==> src/rtl/peridot_board_romreader_if.sv <==
// peridot_board_romreader_if: ROM byte-read bus plus the request/status
// signals of the PERIDOT board ROM reader. The reader is the master: it
// drives the byte address and the result, the ROM side/host drives the
// data, readiness and the start request.
interface peridot_board_romreader_if;
  logic        rom_ready;
  logic [4:0]  byteaddr;
  logic [7:0]  bytedata;
  logic        start;
  logic        busy;
  logic        done;
  logic [63:0] uid;
  logic        uid_valid;
  logic [7:0]  gencode;
  logic        error;
  logic [1:0]  err_code;

  modport master (
    input  rom_ready, bytedata, start,
    output byteaddr, busy, done, uid, uid_valid, gencode, error, err_code
  );

  modport slave (
    output rom_ready, bytedata, start,
    input  byteaddr, busy, done, uid, uid_valid, gencode, error, err_code
  );
endinterface

==> src/rtl/peridot_board_romreader.sv <==
// peridot_board_romreader: walks the 26-byte PERIDOT board ROM (10 header
// bytes, 16 ASCII-hex UID characters) over a byte-read bus with a fixed
// READ_LATENCY, validates the header and decodes the UID to 64 bits.
// Optional feature: define PERIDOT_ROMREADER_TIMEOUT_EN to give up waiting
// for rom_ready after TIMEOUT_CYCLES idle-ready cycles (err_code 3).
module peridot_board_romreader #(
  parameter logic [7:0] EXPECT_GENCODE = 8'h4e,
  parameter int         READ_LATENCY   = 1,
  parameter int         TIMEOUT_CYCLES = 1024
) (
  input logic                       clk,
  input logic                       reset,
  peridot_board_romreader_if.master bus
);

  // Reject parameter values the counters cannot represent.
  if (READ_LATENCY < 0 || READ_LATENCY > 3) begin : g_bad_latency
    $error("peridot_board_romreader: READ_LATENCY must be 0..3");
  end
  if (TIMEOUT_CYCLES < 2 || TIMEOUT_CYCLES > 65535) begin : g_bad_timeout
    $error("peridot_board_romreader: TIMEOUT_CYCLES must be 2..65535");
  end

  typedef enum logic [1:0] {IDLE, WAIT_READY, FETCH, DONE} state_t;

  localparam logic [1:0] LAT_LAST = 2'(READ_LATENCY);
  localparam logic [4:0] LAST_HDR = 5'd9;
  localparam logic [4:0] LAST_IDX = 5'd25;

  state_t      state;
  logic [4:0]  byte_idx;
  logic [1:0]  lat_cnt;
  // Only the low 60 bits of the 64-bit shift can survive into the final
  // value (the last nibble is appended on the way into uid_r).
  logic [59:0] shift_r;
  logic [63:0] uid_r;
  logic        uid_valid_r;
  logic [7:0]  gencode_r;
  logic        busy_r;
  logic        done_r;
  logic        error_r;
  logic [1:0]  err_code_r;
  logic [7:0]  data;
  logic        hdr_ok;
  logic        hex_ok;
  logic [3:0]  hex_nib;

`ifdef PERIDOT_ROMREADER_TIMEOUT_EN
  localparam logic [15:0] TMO_LIMIT = 16'(TIMEOUT_CYCLES);
  logic [15:0] wait_cnt;
`endif

  assign data = bus.bytedata;

  // Header byte comparison for the current index; byte 7 is the generation
  // code, which may be a wildcard when EXPECT_GENCODE is zero.
  always_comb begin
    hdr_ok = 1'b0;
    case (byte_idx)
      5'd0:    hdr_ok = (data == 8'h4a);
      5'd1:    hdr_ok = (data == 8'h37);
      5'd2:    hdr_ok = (data == 8'h57);
      5'd3:    hdr_ok = (data == 8'h02);
      5'd4:    hdr_ok = (data == 8'h4a);
      5'd5:    hdr_ok = (data == 8'h37);
      5'd6:    hdr_ok = (data == 8'h32);
      5'd7:    hdr_ok = (EXPECT_GENCODE == 8'h00) || (data == EXPECT_GENCODE);
      5'd8:    hdr_ok = (data == 8'h39);
      5'd9:    hdr_ok = (data == 8'h33);
      default: hdr_ok = 1'b0;
    endcase
  end

  // Upper-case ASCII hex to nibble; anything else (including lower case) is rejected.
  always_comb begin
    hex_ok  = 1'b1;
    hex_nib = data[3:0];
    if (data >= 8'h30 && data <= 8'h39) begin
      hex_nib = data[3:0];
    end else if (data >= 8'h41 && data <= 8'h46) begin
      hex_nib = data[3:0] + 4'd9;
    end else begin
      hex_ok  = 1'b0;
      hex_nib = 4'd0;
    end
  end

  // Read sequencer: request acceptance, ready wait, byte walk with header
  // and hex checks, and the one-cycle completion state.
  always_ff @(posedge clk) begin
    if (reset) begin
      state       <= IDLE;
      byte_idx    <= 5'd0;
      lat_cnt     <= 2'd0;
      shift_r     <= '0;
      uid_r       <= '0;
      uid_valid_r <= 1'b0;
      gencode_r   <= 8'h00;
      busy_r      <= 1'b0;
      done_r      <= 1'b0;
      error_r     <= 1'b0;
      err_code_r  <= 2'd0;
`ifdef PERIDOT_ROMREADER_TIMEOUT_EN
      wait_cnt    <= 16'd0;
`endif
    end else begin
      case (state)
        IDLE: begin
          done_r <= 1'b0;
          if (bus.start) begin
            state       <= WAIT_READY;
            busy_r      <= 1'b1;
            uid_valid_r <= 1'b0;
            error_r     <= 1'b0;
            err_code_r  <= 2'd0;
            byte_idx    <= 5'd0;
            lat_cnt     <= 2'd0;
            shift_r     <= '0;
`ifdef PERIDOT_ROMREADER_TIMEOUT_EN
            wait_cnt    <= 16'd0;
`endif
          end
        end

        WAIT_READY: begin
          if (bus.rom_ready) begin
            state <= FETCH;
          end
`ifdef PERIDOT_ROMREADER_TIMEOUT_EN
          else if (wait_cnt == TMO_LIMIT) begin
            err_code_r <= 2'd3;
            error_r    <= 1'b1;
            busy_r     <= 1'b0;
            done_r     <= 1'b1;
            state      <= DONE;
          end else begin
            wait_cnt <= wait_cnt + 16'd1;
          end
`endif
        end

        FETCH: begin
          if (lat_cnt != LAT_LAST) begin
            lat_cnt <= lat_cnt + 2'd1;
          end else begin
            lat_cnt <= 2'd0;
            if (byte_idx <= LAST_HDR) begin
              if (byte_idx == 5'd7) begin
                gencode_r <= data;
              end
              if (!hdr_ok) begin
                err_code_r <= 2'd1;
                error_r    <= 1'b1;
                busy_r     <= 1'b0;
                done_r     <= 1'b1;
                state      <= DONE;
              end else begin
                byte_idx <= byte_idx + 5'd1;
              end
            end else if (!hex_ok) begin
              err_code_r <= 2'd2;
              error_r    <= 1'b1;
              busy_r     <= 1'b0;
              done_r     <= 1'b1;
              state      <= DONE;
            end else begin
              shift_r <= {shift_r[55:0], hex_nib};
              if (byte_idx == LAST_IDX) begin
                uid_r       <= {shift_r, hex_nib};
                uid_valid_r <= 1'b1;
                busy_r      <= 1'b0;
                done_r      <= 1'b1;
                state       <= DONE;
              end else begin
                byte_idx <= byte_idx + 5'd1;
              end
            end
          end
        end

        DONE: begin
          done_r <= 1'b0;
          state  <= IDLE;
        end

        default: state <= IDLE;
      endcase
    end
  end

  assign bus.byteaddr  = byte_idx;
  assign bus.busy      = busy_r;
  assign bus.done      = done_r;
  assign bus.uid       = uid_r;
  assign bus.uid_valid = uid_valid_r;
  assign bus.gencode   = gencode_r;
  assign bus.error     = error_r;
  assign bus.err_code  = err_code_r;

endmodule

==> src/flat_wrapper.sv <==
// flat-port wrapper written by rule: the top's interface ports become plain ports
module peridot_board_romreader_flat 
#(
  parameter logic [7:0] EXPECT_GENCODE = 8'h4e,
  parameter int         READ_LATENCY   = 1,
  parameter int         TIMEOUT_CYCLES = 1024
)
  (clk, reset, bus_rom_ready, bus_bytedata, bus_start, bus_byteaddr, bus_busy, bus_done, bus_uid, bus_uid_valid, bus_gencode, bus_error, bus_err_code);
  peridot_board_romreader_if bus_i ();
  input logic clk;
  input logic reset;
  input wire logic [$bits(bus_i.rom_ready)-1:0] bus_rom_ready;
  input wire logic [$bits(bus_i.bytedata)-1:0] bus_bytedata;
  input wire logic [$bits(bus_i.start)-1:0] bus_start;
  output wire logic [$bits(bus_i.byteaddr)-1:0] bus_byteaddr;
  output wire logic [$bits(bus_i.busy)-1:0] bus_busy;
  output wire logic [$bits(bus_i.done)-1:0] bus_done;
  output wire logic [$bits(bus_i.uid)-1:0] bus_uid;
  output wire logic [$bits(bus_i.uid_valid)-1:0] bus_uid_valid;
  output wire logic [$bits(bus_i.gencode)-1:0] bus_gencode;
  output wire logic [$bits(bus_i.error)-1:0] bus_error;
  output wire logic [$bits(bus_i.err_code)-1:0] bus_err_code;
  assign bus_i.rom_ready = bus_rom_ready;
  assign bus_i.bytedata = bus_bytedata;
  assign bus_i.start = bus_start;
  assign bus_byteaddr = bus_i.byteaddr;
  assign bus_busy = bus_i.busy;
  assign bus_done = bus_i.done;
  assign bus_uid = bus_i.uid;
  assign bus_uid_valid = bus_i.uid_valid;
  assign bus_gencode = bus_i.gencode;
  assign bus_error = bus_i.error;
  assign bus_err_code = bus_i.err_code;
  peridot_board_romreader #(.EXPECT_GENCODE(EXPECT_GENCODE), .READ_LATENCY(READ_LATENCY), .TIMEOUT_CYCLES(TIMEOUT_CYCLES)) u_core (.clk(clk), .reset(reset), .bus(bus_i));
endmodule
==> config.mk <==
export PLATFORM = sky130hd
export DESIGN_NAME = peridot_board_romreader_flat
export DESIGN_NICKNAME = d
export VERILOG_FILES = /design/src/rtl/peridot_board_romreader_if.sv /design/src/rtl/peridot_board_romreader.sv /design/src/flat_wrapper.sv
export SDC_FILE = /design/constraint.sdc
export NUM_CORES = 1
export LEC_CHECK = 0
export BUFFER_PORTS_ARGS = -buffer_cell sky130_fd_sc_hd__buf_2
export CAP_MARGIN = 15
export CORE_MARGIN = 10
export CORE_UTILIZATION = 40
export CTS_BUF_LIST = sky130_fd_sc_hd__clkbuf_8
export CTS_CLUSTER_SIZE = 14
export DETAILED_ROUTE_END_ITERATION = 16
export PLACE_DENSITY = 0.72
export SYNTH_ARGS = -nofsm -noshare
export SYNTH_HDL_FRONTEND = slang
export SYNTH_SLANG_ARGS = --single-unit
==> constraint.sdc <==
create_clock -name clk -period 5.2 [get_ports clk]
set_input_delay 1.04 -clock clk [delete_from_list [all_inputs] [get_ports clk]]
set_output_delay 1.04 -clock clk [all_outputs]
set_load 0.02 [all_outputs]
### Word level (Yosys, flattened, before mapping)

Cells that the tools add are included.

| storage, ports and cells | value |
|---|---|
| input bits | 12 |
| logic and storage cells | 129 |
| output and inout port bits | 83 |
| bits in registers | 147 |

| cells by class | value |
|---|---|
| reduce and logical (&&, ||, !) cells | 19 |
| add/subtract/negate cells | 3 |
| multiplexer cells | 55 |
| equal/unequal tests | 34 |
| magnitude comparators | 5 |
| bitwise operators | 2 |

Operator list:

| cell | number |
|---|---|
| 60-bit two-way mux | 4 |
| 60-bit one-hot mux with 2 select lines | 1 |
| 8-bit by 6-bit == test with 1-bit output, second input constant | 4 |
| 5-bit two-way mux | 6 |
| 2-bit two-way mux | 13 |
| 5-bit AND reduction | 5 |
| 8-bit by 7-bit == test with 1-bit output, second input constant | 3 |
| 5-bit by 3-bit == test with 1-bit output, second input constant | 4 |
| 1-bit two-way mux | 20 |
| 6-bit AND reduction | 2 |
| 5-bit by 2-bit == test with 1-bit output, second input constant | 2 |
| 5-bit by 4-bit == test with 1-bit output, second input constant | 2 |
| 5-bit one-hot mux with 2 select lines | 1 |
| 8-bit by 2-bit == test with 1-bit output, second input constant | 1 |
| 8-bit by 6-bit greater-or-equal comparator with 1-bit output, second input constant | 1 |
| 8-bit by 7-bit greater-or-equal comparator with 1-bit output, second input constant | 1 |
| 8-bit by 6-bit less-or-equal comparator with 1-bit output, second input constant | 1 |
| 8-bit by 7-bit less-or-equal comparator with 1-bit output, second input constant | 1 |
| 4-bit two-way mux | 2 |
| 2-bit != test, second input constant | 4 |
| 1-bit one-hot mux with 2 select lines | 4 |
| 1-bit one-hot mux with 8 select lines | 1 |
| 2-bit one-hot mux with 2 select lines | 2 |
| 2-bit one-hot mux with 4 select lines | 1 |
| 21 further kinds | 32 |

### Logic depth before layout (Yosys ltp)

Gate-level depths: netlist of run 1.

| logic depth | value |
|---|---|
| word-level depth | 8 |
| depth in mapped cells | 12 |
| gate-level depth less buffers | 9 |

### Worst setup path after synthesis of run 1

No wires, ideal clock.

| timing | value |
|---|---|
| path kind | input port to flip-flop |
| start | input port bus_bytedata[0] |
| end | register u_core.shift_r[34] |
| slack | 2305 ps |
| library setup time | 128 ps |
| arrival | 2768 ps |
| data required time | 5072 ps |
| stages | 10 |
| buffers on the path | 2 |
| cells stage by stage | inv_1 ha_1 or3b_1 and4_1 o21ai_2 nor3_1 buf_2 buf_2 a22oi_1 nor2_1 |

| on the way | value |
|---|---|
| longest elaborated chain between the ends | 6 |
| elaborated cells between the ends (all ways) | 10 |
| classes of those cells | order compare: 4; eq/ne: 1; mux: 2; reduce/logical: 3 |

RTL lines:

| what | RTL line | RTL |
|---|---|---|
| from (decl) | flat_wrapper.sv:13 | `input wire logic [$bits(bus_i.bytedata)-1:0] bus_bytedata;` |
| 8-bit by 7-bit greater-or-equal comparator with 1-bit output or 8-bit by 7-bit less-or-equal comparator with 1-bit output (tied branches) | peridot_board_romreader.sv:80 | `end else if (data >= 8'h41 && data <= 8'h46) begin` |
| 1-bit logical AND | peridot_board_romreader.sv:80 |  |
| 1-bit two-way mux | peridot_board_romreader.sv:80 |  |
| 1-bit two-way mux * | peridot_board_romreader.sv:78 | `if (data >= 8'h30 && data <= 8'h39) begin` |
| 2-bit by 1-bit != test with 1-bit output (no source line) * | n/a |  |
| 5-bit AND reduction (no source line) * | n/a |  |
| to (signal assigned) | peridot_board_romreader.sv:167 | `shift_r <= {shift_r[55:0], hex_nib};` |
| to (decl) | peridot_board_romreader.sv:35 | `logic [59:0] shift_r;` |

Mark *: on every way between the ends. The rest lies on a longest branch, timed or not.
A chain may end at the register's enable or synchronous reset.

### Worst setup path in the final report of run 1

| timing | value |
|---|---|
| start | input port bus_bytedata[0] |
| end | register u_core.shift_r[2] |

| on the way | value |
|---|---|
| longest elaborated chain between the ends | 8 |
| elaborated cells between the ends (all ways) | 17 |
| classes of those cells | add/sub: 1; order compare: 4; eq/ne: 1; mux: 8; reduce/logical: 3 |

RTL lines:

| what | RTL line | RTL |
|---|---|---|
| 8-bit by 7-bit greater-or-equal comparator with 1-bit output or 8-bit by 7-bit less-or-equal comparator with 1-bit output (tied branches) | peridot_board_romreader.sv:80 |  |
| 1-bit logical AND | peridot_board_romreader.sv:80 |  |
| 4-bit two-way mux | peridot_board_romreader.sv:80 |  |
| 4-bit two-way mux | peridot_board_romreader.sv:78 |  |
| 60-bit two-way mux | peridot_board_romreader.sv:160 | `end else if (!hex_ok) begin` |
| 60-bit two-way mux | peridot_board_romreader.sv:147 | `if (byte_idx <= LAST_HDR) begin` |
| 60-bit two-way mux | peridot_board_romreader.sv:143 | `if (lat_cnt != LAT_LAST) begin` |
| 60-bit one-hot mux with 2 select lines | peridot_board_romreader.sv:107 | `case (state)` |

Parallel ways exist; a longest one is shown, timed or not. The select of a mux whose other input is x is not followed.

==> results.sh, run 1 <==
export IMPL_layout_nets=791
export IMPL_cts_resized=0
export IMPL_ant_nets=0
export IMPL_drive_above_1_share_pct=19.85
export IMPL_num_io_pins=95
export IMPL_clkSinkCount=147
export IMPL_tightest_slew_ns=1.087
export IMPL_synth_area_mm2=0.005976
export IMPL_root_buffer="clkbuf_8"
export IMPL_hold_viol=0
export IMPL_synth_enable_flop_cells=0
export IMPL_synth_distinct_cells=67
export IMPL_synth_top_area_cell="dfxtp_1"
export IMPL_max_freq_mhz=301.8
export IMPL_drc=0
export IMPL_worst_path_max_delay_cell="nand2_2"
export IMPL_p_per_area_mw_per_mm2=366.7
export IMPL_fill_cells=1451
export IMPL_multi_input_area_mm2=0.002754
export IMPL_synth_cells=700
export IMPL_overflow=0
export IMPL_num_rows=44
export IMPL_grt_pass1_wl_um=24140
export IMPL_port_buffers=94
export IMPL_setup_worst_path_start="bus_bytedata[0]"
export IMPL_hold_buffers=0
export IMPL_drtPass1Iterations=5
export IMPL_avgRoutedWirePerCell_um=15.18
export IMPL_hold_class="flop to flop"
export IMPL_path_cells="buf_2 -> inv_1 -> ha_1 -> or3b_1 -> and4_1 -> o21ai_2 -> nand2_1 -> nand2_2 -> a22oi_1 -> nor2_1"
export IMPL_drt_initial_drc_count=474
export IMPL_crit_fanout=58
export IMPL_antenna_found_initial=0
export IMPL_insertion_delay_ns=0.46
export IMPL_yosysTopAreaCellShare_pct=49.25
export IMPL_reg2reg_setup_slack_ns=1.95
export IMPL_die_h_um=142.2
export IMPL_synthTopCellsByArea="dfxtp_1 (49%), nand2_1 (8.3%), a22oi_1 (7.5%)"
export IMPL_ys_ff_latch=147
export IMPL_arrival_ns=3.69
export IMPL_dieArea_mm2=0.02023
export IMPL_place_hpwl_um=9825
export IMPL_ir_drop_uv=187.7
export IMPL_yosysMostFrequentCell="dfxtp_1"
export IMPL_syn_avg_cell_area_um2=8.537
export IMPL_period_minus_slack_ns=3.313
export IMPL_vias=5078
export IMPL_ff2ff_path_depth=7
export IMPL_cts_buffers=17
export IMPL_via_per_inst=5.262
export IMPL_ys_flop_type="dfxtp_1"
export IMPL_p_leak_nw=2.654
export IMPL_slew_headroom_pct=27.28
export IMPL_reg2reg_from="u_core.state[0]"
export IMPL_postLayoutCoreUtil_pct=46.93
export IMPL_finalCritPeriodShare_pct=63.71
export IMPL_area_delta_synth_final_pct=14.57
export IMPL_grt_pass1_vias=4816
export IMPL_yosysWarnings=0
export IMPL_cts_buffer_depth=2
export IMPL_grt_max_degree=93
export IMPL_cts_htree_levels=4
export IMPL_clock_skew_ns=0.01850
export IMPL_crit_path_end_kind="flop"
export IMPL_status="completed"
export IMPL_grt_usage_pct=14.37
export IMPL_start_kind="input pin"
export IMPL_yosysSeqAreaShare_pct=49.25
export IMPL_slew_violations=0
export IMPL_slowest_delay_ns=0.79
export IMPL_register_area_mm2=0.002943
export IMPL_setup_violations=0
export IMPL_crit_required_ns=5.58
export IMPL_core_area_mm2=0.01459
export IMPL_fin_tns_setup_ns=0
export IMPL_ys_async_sr_fraction_pct=0
export IMPL_diodes=0
export IMPL_cts_tree="built"
export IMPL_fp_dieW_um=142.2
export IMPL_rsz0062_at_grt="no"
export IMPL_path_clk_slew_ns=0.08
export IMPL_synth_nets=723
export IMPL_criticalPathCategory="input pin to flop"
export IMPL_synth_commonest_cells="dfxtp_1 (147), nand2_1 (132), nor2_1 (102)"
export IMPL_start_util_pct=40.96
export IMPL_post_cts_setup_buffers=0
export IMPL_endpoint="u_core.shift_r[2]"
export IMPL_reg2reg_to="u_core.shift_r[27]"
export IMPL_cap_violations=0
export IMPL_dp_slack_ns=1.425
export IMPL_gp_congestion=0.8748
export IMPL_wl_um=14650
export IMPL_timing_final_ws_setup_ns=1.887
where the power goes:
| part | leakage (nW) | internal [mW] | switching [mW] | total, mW |
|---|---|---|---|---|
| clock network | 0.180 | 0.356 | 0.472 | 0.828 |
| logic | 1.29 | 0.134 | 0.369 | 0.503 |
| registers | 1.19 | 1.16 | 0.0231 | 1.18 |
through the flow:
| stage | std cells | hold WS [ns] | total power, mW | area, um^2 |
|---|---|---|---|---|
| CTS | 965 | 0.4546 | 2.539 | 6847 |
| global placement | 933 | 0.4402 | 1.707 | 6479 |
| detailed placement | 933 | 0.4431 | 1.708 | 6479 |
| global route | 965 | 0.4722 | 2.641 | 6847 |
| finish | 965 | 0.4539 | 2.511 | 6847 |
| floorplan | 700 | 0.4316 | 1.612 | 5976 |
final cells by class:
cell class                 count  share of cell area (%)
multi-input combinational    491                   40.22
timing repair buffer          98                   7.346
inverter                      13                  0.7127
clock inverter                14                   1.754
sequential                   147                   42.98
tap                          184                   3.363
clock buffer                  18                   3.618
logic make-up after synthesis:
logic type / Yosys count / share of synthesized area [%]
compound gates: 190 / 21.73
xor+xnor: 4 / 0.7120
fa+ha+maj: 11 / 2.303
buf+inv: 62 / 4.962
flops: 147 / 49.25
mux: 4 / 0.6700
simple gates: 282 / 20.37
worst max-delay path: cells and delay by family:
| family | cells | cell delay, ns |
|---|---|---|
| adders and majority gates | 1 | 0.18 |
| buffers and inverters | 2 | 0.31 |
| AOI/OAI and AO/OA | 2 | 0.50 |
| and+or+nand+nor | 5 | 1.64 |
flip-flops by register name, summed over array words and instances (netlist names), 2 cells and up:
register	flops
u_core.bus.uid	64
u_core.bus.byteaddr	5
u_core.bus.gencode	8
u_core.bus.err_code	2
u_core.shift_r	60
u_core.state	2
u_core.lat_cnt	2
worst min path at each step:
stage                            start                  to  slack, ns  cells after the start
detailed placement  u_core.bus.uid[43]  u_core.bus.uid[43]       0.44                      2
CTS                 u_core.bus.uid[43]  u_core.bus.uid[43]       0.45                      2
finish               u_core.bus.uid[9]   u_core.bus.uid[9]       0.45                      2
floorplan           u_core.shift_r[56]  u_core.bus.uid[60]       0.43                      2
global placement    u_core.bus.uid[50]  u_core.bus.uid[50]       0.44                      2
global route        u_core.bus.uid[43]  u_core.bus.uid[43]       0.47                      2
cell usage in the layout, fill, tap and decap left out, types with 5 or more instances in the layout:
master | netlist | final
nand2_1 | 132 | 130
a21oi_1 | 76 | 76
nor3_1 | 6 | 5
nand2b_1 | 6 | 6
a211oi_1 | 7 | 7
buf_2 | 8 | 93
nor2_1 | 102 | 101
o21ai_0 | 6 | 6
inv_1 | 13 | 13
clkbuf_8 | 0 | 18
a22oi_1 | 60 | 60
dfxtp_1 | 147 | 147
nand3_1 | 5 | 5
ha_1 | 11 | 11
buf_4 | 2 | 5
per-layer routing:
layer | part of all wire, % | vias to the layer above | GRT usage (%) | routed length, um
met4 | 1.9 | 0 | 6.401 | 282
li1 | - | 2561 | - | -
met2 | 44 | 118 | 20.16 | 6396
met3 | 5.9 | 21 | 4.306 | 862
met5 | 0 | - | 0 | 0
met1 | 49 | 2378 | 19.77 | 7110
Power figures use the tool's default switching activity.
==> run 2: changes to the inputs <==
--- a/config.mk
+++ b/config.mk
@@ -5,6 +5,7 @@
 export SDC_FILE = /design/constraint.sdc
 export NUM_CORES = 1
 export LEC_CHECK = 0
+export ABC_AREA = 1
 export BUFFER_PORTS_ARGS = -buffer_cell sky130_fd_sc_hd__buf_2
 export CAP_MARGIN = 15
 export CORE_MARGIN = 10
==> constraint.sdc (replaced) <==
create_clock -name clk -period 3.45 [get_ports clk]
set_input_delay 0.69 -clock clk [delete_from_list [all_inputs] [get_ports clk]]
set_output_delay 0.69 -clock clk [all_outputs]
set_load 0.02 [all_outputs]
==> run 2 against run 1 <==
Clock power rose by 70%; die area is 2.1% higher; cell count increased by 14%; global-route usage up 0.13 points; count of clock-buffer cells in the layout rose by 3; first-iteration DRC count increased by 13%; core utilization is 0.064 points lower; clock skew fell by 0.0041 ns; flip-flop and latch count is the same; cell area increased by 3.3%; critical endpoint is now u_core.shift_r[22]; largest cell class unchanged; largest power group unchanged.
==> results.sh, run 2 <==
export IMPL_status="completed"
export IMPL_p_sw_share_pct=32.91
export IMPL_synth_enable_flop_cells=0
export IMPL_start_kind="flop"
export IMPL_crit_required_ns=3.74
export IMPL_ys_ff_latch=147
export IMPL_diodes=0
export IMPL_hold_viol=0
export IMPL_place_area_mm2=0.006653
export IMPL_synth_distinct_cells=34
export IMPL_ys_async_sr_fraction_pct=0
export IMPL_port_buffers=94
export IMPL_synth_simple_area_share_pct=28.23
export IMPL_num_rows=45
export IMPL_max_freq_mhz=380.4
export IMPL_core_area_mm2=0.01509
export IMPL_finalCritPeriodShare_pct=76.19
export IMPL_wl_um=14910
export IMPL_drtPass1Iterations=4
export IMPL_clock_skew_ns=0.01438
export IMPL_synth_commonest_cells="nand2_1 (177), nor2_1 (161), dfxtp_1 (147)"
export IMPL_synth_compound_area_share_pct=14.06
export IMPL_hold_depth=2
export IMPL_layout_nets=924
export IMPL_antenna_found_initial=0
export IMPL_synth_adder_area_share_pct=2.249
export IMPL_crit_fanout=34
export IMPL_criticalPathCategory="flop to flop"
export IMPL_pwr_share_comb_pct=23.9
export IMPL_seq_power_share_pct=42.7
export IMPL_muxShareOfSynthArea_pct=0
export IMPL_path_clk_slew_ns=0.08
export IMPL_ys_flop_type="dfxtp_1"
export IMPL_grt_pass1_wl_um=24350
export IMPL_hold_class="flop to flop"
export IMPL_ff2ff_path_depth=10
export IMPL_slew_headroom_pct=51.38
export IMPL_p_per_area_mw_per_mm2=597.7
export IMPL_period_minus_slack_ns=2.629
export IMPL_hold_start="u_core.bus.err_code[0]"
export IMPL_cts_buffer_depth=2
export IMPL_grt_usage_pct=14.50
export IMPL_rsz0062_at_grt="no"
export IMPL_p_leak_nw=3.355
export IMPL_overflow=0
export IMPL_yosysMostFrequentCell="nand2_1"
export IMPL_worst_path_max_delay_cell="ha_1"
export IMPL_syn_avg_cell_area_um2=7.428
export IMPL_die_h_um=143.7
export IMPL_dieArea_mm2=0.02065
export IMPL_cts_resized=0
export IMPL_p_int_mw=2.836
export IMPL_reg2reg_to="u_core.shift_r[22]"
export IMPL_drt_initial_drc_count=535
export IMPL_hold_buffers=0
export IMPL_crit_path_end_kind="flop"
export IMPL_tightest_slew_ns=0.7293
export IMPL_insertion_delay_ns=0.45
export IMPL_synth_top_family_by_area="simple AND/OR/NAND/NOR gates"
export IMPL_path_buf_inv=3
export IMPL_vias=5320
export IMPL_clkSinkCount=147
export IMPL_layout_common_cells="nand2_1 (176), nor2_1 (161), dfxtp_1 (147)"
export IMPL_synth_area_mm2=0.006121
export IMPL_cts_buffers=17
export IMPL_root_buffer="clkbuf_8"
export IMPL_fp_dieW_um=143.7
export IMPL_via_per_inst=4.836
export IMPL_mostFrequentLayoutCell="nand2_1"
export IMPL_grt_max_degree=66
export IMPL_cts_tree="built"
export IMPL_largest_register_ffs=64
export IMPL_synth_xor_area_share_pct=0.4293
export IMPL_grt_pass1_vias=4933
export IMPL_gp_congestion=0.8523
export IMPL_setup_violations=0
export IMPL_cts_htree_levels=4
export IMPL_finalPower_mw=4.227
export IMPL_synthTopCellsByArea="dfxtp_1 (48%), nand2_1 (11%), nor2_1 (9.9%)"
export IMPL_slew_violations=0
export IMPL_design_area_mm2=0.007072
export IMPL_reg2reg_setup_slack_ns=0.82
export IMPL_ir_drop_uv=337.2
export IMPL_slowest_delay_ns=0.45
export IMPL_synth_top_area_cell="dfxtp_1"
export IMPL_cap_violations=0
export IMPL_drc=0
export IMPL_hold_path_end="u_core.bus.err_code[0]"
export IMPL_power_switching_mw=1.391
export IMPL_clockPowerShare_pct=33.4
export IMPL_drive_above_1_share_pct=19.63
export IMPL_area_delta_synth_final_pct=15.54
export IMPL_crit_family="simple AND/OR/NAND/NOR gates"
export IMPL_yosysSeqAreaShare_pct=48.08
export IMPL_yosysTopAreaCellShare_pct=48.08
export IMPL_num_io_pins=95
export IMPL_synth_nets=847
export IMPL_yosysWarnings=0
export IMPL_synth_cells=824
export IMPL_reg2reg_from="u_core.state[0]"
export IMPL_path_cells="inv_1 -> ha_1 -> nor2_1 -> nor2_1 -> inv_1 -> nor2_2 -> nand2_2 -> buf_12 -> nand2_1 -> a21oi_1"
export IMPL_start_util_pct=40.56
export IMPL_fin_tns_setup_ns=0
export IMPL_arrival_ns=2.92
export IMPL_avgRoutedWirePerCell_um=13.55
export IMPL_place_hpwl_um=10080
export IMPL_ant_nets=0
export IMPL_post_cts_setup_buffers=0
## run 2: cell types whose count changed after synthesis, moves of 14 or more
cell / before / now
nand2_1: 132 / 177
nor2_1: 102 / 161
nand3_1: 5 / 33
o21ai_1: 1 / 31
inv_1: 13 / 36
nand2_2: 0 / 14
a22oi_1: 60 / 0
o21ai_0: 6 / 47
## run 2: logic make-up (layout without fill, tap and decap cells)
logic type	after synthesis	count (layout)
AND/OR/NAND/NOR	411	411
AO/OA/AOI/OAI	162	162
flip-flops	147	147
buffers and inverters	90	178
adder cells (fa/ha/maj)	11	11
XOR/XNOR	3	3
## run 2: power by group through the flow
stage               Sequential (mW)  Clock, mW  Combinational (mW)
floorplan                      1.85          0               0.758
global placement               1.84          0                1.01
detailed placement             1.84          0                1.01
CTS                            1.80       1.44                1.01
global route                   1.81       1.51                1.15
finish                         1.80       1.41                1.01
## run 2: worst max path at each step
stage                                      start            endpoint  slack [ns]  cells past startpoint
after floorplan                  bus_bytedata[0]  u_core.shift_r[32]        1.25                     14
after global placement           bus_bytedata[0]   u_core.bus.uid[2]        0.60                     14
after detailed placement         bus_bytedata[0]   u_core.bus.uid[3]        0.53                     14
after CTS                        u_core.state[0]  u_core.shift_r[28]        0.84                     10
after global routing      u_core.bus.byteaddr[1]  u_core.bus.uid[19]        0.55                     11
final                            u_core.state[0]  u_core.shift_r[22]        0.82                     10
## run 2: cell type report
| cell class | instances | area, um^2 |
|---|---|---|
| Sequential cell | 147 | 2943 |
| Fill cell | 1517 | 8018 |
| Clock inverter | 9 | 130.1 |
| Timing Repair Buffer | 103 | 550.5 |
| Inverter | 45 | 168.9 |
| Tap cell | 188 | 235.2 |
| Clock buffer | 21 | 289.0 |
| Multi-Input combinational cell | 587 | 2755 |
## run 2: routing by layer
layer	part of all wire, %	routed length (um)	GRT usage [%]	up-vias
met4	1.0	150	4.621	0
met2	45	6695	22.41	108
met3	6.6	978	5.116	12
met1	48	7084	18.46	2396
met5	0	0	0	-
li1	-	-	-	2804
## run 2: metrics by stage
step           utilization [%]  hold WS, ns  std cells  setup WS [ns]
6_report                 46.87       0.4691       1100         0.8215
5_1_grt                  46.87       0.4899       1100         0.5515
4_1_cts                  46.87       0.4713       1100         0.8386
3_5_place_dp             44.09       0.4526       1070         0.5298
3_3_place_gp             44.09       0.4502       1070         0.5966
2_1_floorplan                -       0.4451        824          1.253
## run 2: worst register-to-register path: stages (launching register included)
cell     delay [ns]
dfxtp_1        0.32
inv_1          0.10
ha_1           0.45
nor2_1         0.12
nor2_1         0.19
inv_1          0.11
nor2_2         0.30
nand2_2        0.42
buf_12         0.33
nand2_1        0.08
a21oi_1        0.06
==> run 3: changes to the inputs <==
==> constraint.sdc (replaced) <==
create_clock -name clk -period 2.54 [get_ports clk]
set_input_delay 0.508 -clock clk [delete_from_list [all_inputs] [get_ports clk]]
set_output_delay 0.508 -clock clk [all_outputs]
set_load 0.02 [all_outputs]
==> run 3 against run 2 <==
Flip-flop and latch count is the same; setup slack worse by 0.54 ns; count of clock-buffer cells in the layout is the same; critical endpoint is now u_core.bus.gencode[1]; clock power grew 23%; largest power group unchanged; cell count grew 0.18%; critical path type unchanged.
==> results.sh, run 3 (synthesis results as in run 2) <==
export IMPL_timing_final_ws_setup_ns=0.2834
export IMPL_path_cells="inv_1 -> ha_1 -> nand2_1 -> nand3_1 -> nand2_1 -> nor2_1 -> nand3_1 -> clkinv_1 -> o21ai_0 -> a21oi_1"
export IMPL_fin_tns_setup_ns=0
export IMPL_drc=0
export IMPL_ant_nets=0
export IMPL_layout_nets=925
export IMPL_via_per_inst=4.866
export IMPL_area_delta_synth_final_pct=16.11
export IMPL_num_io_pins=95
export IMPL_core_area_mm2=0.01509
export IMPL_cts_buffer_depth=2
export IMPL_num_rows=45
export IMPL_power_switching_mw=1.912
export IMPL_hold_buffers=0
export IMPL_slew_headroom_pct=50.82
export IMPL_layout_cells_non_filler=1102
export IMPL_crit_path_end_kind="flop"
export IMPL_worst_path_max_delay_cell="dfxtp_1"
export IMPL_p_per_area_mw_per_mm2=787.6
export IMPL_cts_htree_levels=4
export IMPL_fill_cells=1534
export IMPL_crit_fanout=15
export IMPL_ir_drop_uv=460.0
export IMPL_diodes=0
export IMPL_place_area_mm2=0.006723
export IMPL_dp_slack_ns=0.1778
export IMPL_rsz0062_at_grt="no"
export IMPL_port_buffers=94
export IMPL_start_kind="flop"
export IMPL_seq_power_share_pct=43.8
export IMPL_design_area_mm2=0.007107
export IMPL_crit_required_ns=2.87
export IMPL_crit_family="simple AND/OR/NAND/NOR gates"
export IMPL_reg2reg_setup_slack_ns=0.28
export IMPL_dp_cells=1071
export IMPL_overflow=0
export IMPL_path_buf_inv=2
export IMPL_place_hpwl_um=9787
export IMPL_slew_violations=0
export IMPL_status="completed"
export IMPL_p_leak_nw=3.367
export IMPL_start_util_pct=40.56
export IMPL_path_clk_slew_ns=0.08
export IMPL_gp_congestion=0.9179
export IMPL_mostFrequentLayoutCell="nand2_1"
export IMPL_layout_common_cells="nand2_1 (176), nor2_1 (161), dfxtp_1 (146)"
export IMPL_cap_violations=0
export IMPL_fp_dieW_um=143.7
export IMPL_vias=5362
export IMPL_grt_pass1_wl_um=24480
export IMPL_grt_pass1_vias=4962
export IMPL_p_sw_share_pct=34.17
export IMPL_die_h_um=143.7
export IMPL_pwr_share_comb_pct=25.2
export IMPL_drive_above_1_share_pct=19.69
export IMPL_clockPowerShare_pct=31.0
export IMPL_arrival_ns=2.59
export IMPL_insertion_delay_ns=0.46
export IMPL_avgRoutedWirePerCell_um=13.56
export IMPL_finalPower_mw=5.597
export IMPL_wl_um=14940
export IMPL_finalCritPeriodShare_pct=88.84
export IMPL_drtPass1Iterations=6
export IMPL_antenna_found_initial=0
export IMPL_grt_max_degree=66
export IMPL_period_minus_slack_ns=2.257
export IMPL_grt_usage_pct=14.66
export IMPL_criticalPathCategory="flop to flop"
export IMPL_cts_buffers=17
export IMPL_setup_violations=0
export IMPL_root_buffer="clkbuf_8"
export IMPL_dieArea_mm2=0.02065
export IMPL_max_freq_mhz=443.1
export IMPL_largest_register_ffs=64
export IMPL_slowest_delay_ns=0.41
export IMPL_hold_viol=0
export IMPL_hold_class="input pin to flop"
export IMPL_p_int_mw=3.685
export IMPL_drt_initial_drc_count=392
export IMPL_cts_tree="built"
export IMPL_tightest_slew_ns=0.7377
export IMPL_whs_ns=0.3954
export IMPL_clkSinkCount=147
export IMPL_clock_skew_ns=0.01254
export IMPL_postLayoutCoreUtil_pct=47.10
==> run 3: cell count changes in the layout (fill, tap and decap cells not counted) <==
| cell | before | now |
|---|---|---|
| buf_4 | 8 | 4 |
| dfxtp_2 | 0 | 1 |
| buf_12 | 1 | 6 |
| inv_1 | 37 | 39 |
| dfxtp_1 | 147 | 146 |
| nand3_4 | 1 | 2 |
| clkinv_4 | 1 | 2 |
| bufinv_16 | 3 | 1 |
| nand3_2 | 5 | 4 |
==> run 3: cell type report <==
class | instances | area [um^2] | area share [%]
flip-flops and latches | 147 | 2944 | 41.43
clock inverters | 10 | 86.33 | 1.215
repair buffers | 104 | 620.6 | 8.732
inverters | 45 | 168.9 | 2.377
clock buffers | 21 | 289.0 | 4.067
multi-input cells | 587 | 2763 | 38.87
well taps | 188 | 235.2 | 3.310
==> run 3: routing by layer <==
layer	GRT usage [%]	routed length [um]	vias up
li1	-	-	2795
met1	18.48	6900	2434
met2	22.29	6773	114
met3	5.050	989	19
met4	6.233	274	0
met5	0	0	-
==> run 3: worst paths after layout <==
path,start,end,cells past startpoint
setup / recovery,u_core.bus.byteaddr[1],u_core.bus.gencode[1],10
hold / removal,bus_bytedata[2],u_core.bus.gencode[2],3
setup reg to reg,u_core.bus.byteaddr[1],u_core.bus.gencode[1],10
hold reg to reg,u_core.bus.err_code[1],u_core.bus.err_code[1],2
==> run 3: power groups by stage <==
stage | clock network, mW | logic [mW] | registers (mW)
final | 1.73 | 1.41 | 2.45
after global routing | 1.87 | 1.62 | 2.46
after global placement | 0 | 1.39 | 2.50
after detailed placement | 0 | 1.40 | 2.50
after CTS | 1.78 | 1.41 | 2.45
after floorplan | 0 | 1.03 | 2.52
==> run 3: worst register-to-register path: stages (launching register included) <==
cell and delay (ns):
dfxtp_1 0.41, inv_1 0.11, ha_1 0.28, nand2_1 0.12, nand3_1 0.09, nand2_1 0.20
nor2_1 0.13, nand3_1 0.14, clkinv_1 0.31, o21ai_0 0.28, a21oi_1 0.07
==> run 3: timing repair <==
action                                  in CTS  in global routing
buffers inserted                             0                  0
resized for setup                            0                  2
hold endpoints to repair                     0                  0
endpoints found under the setup margin       0                  5
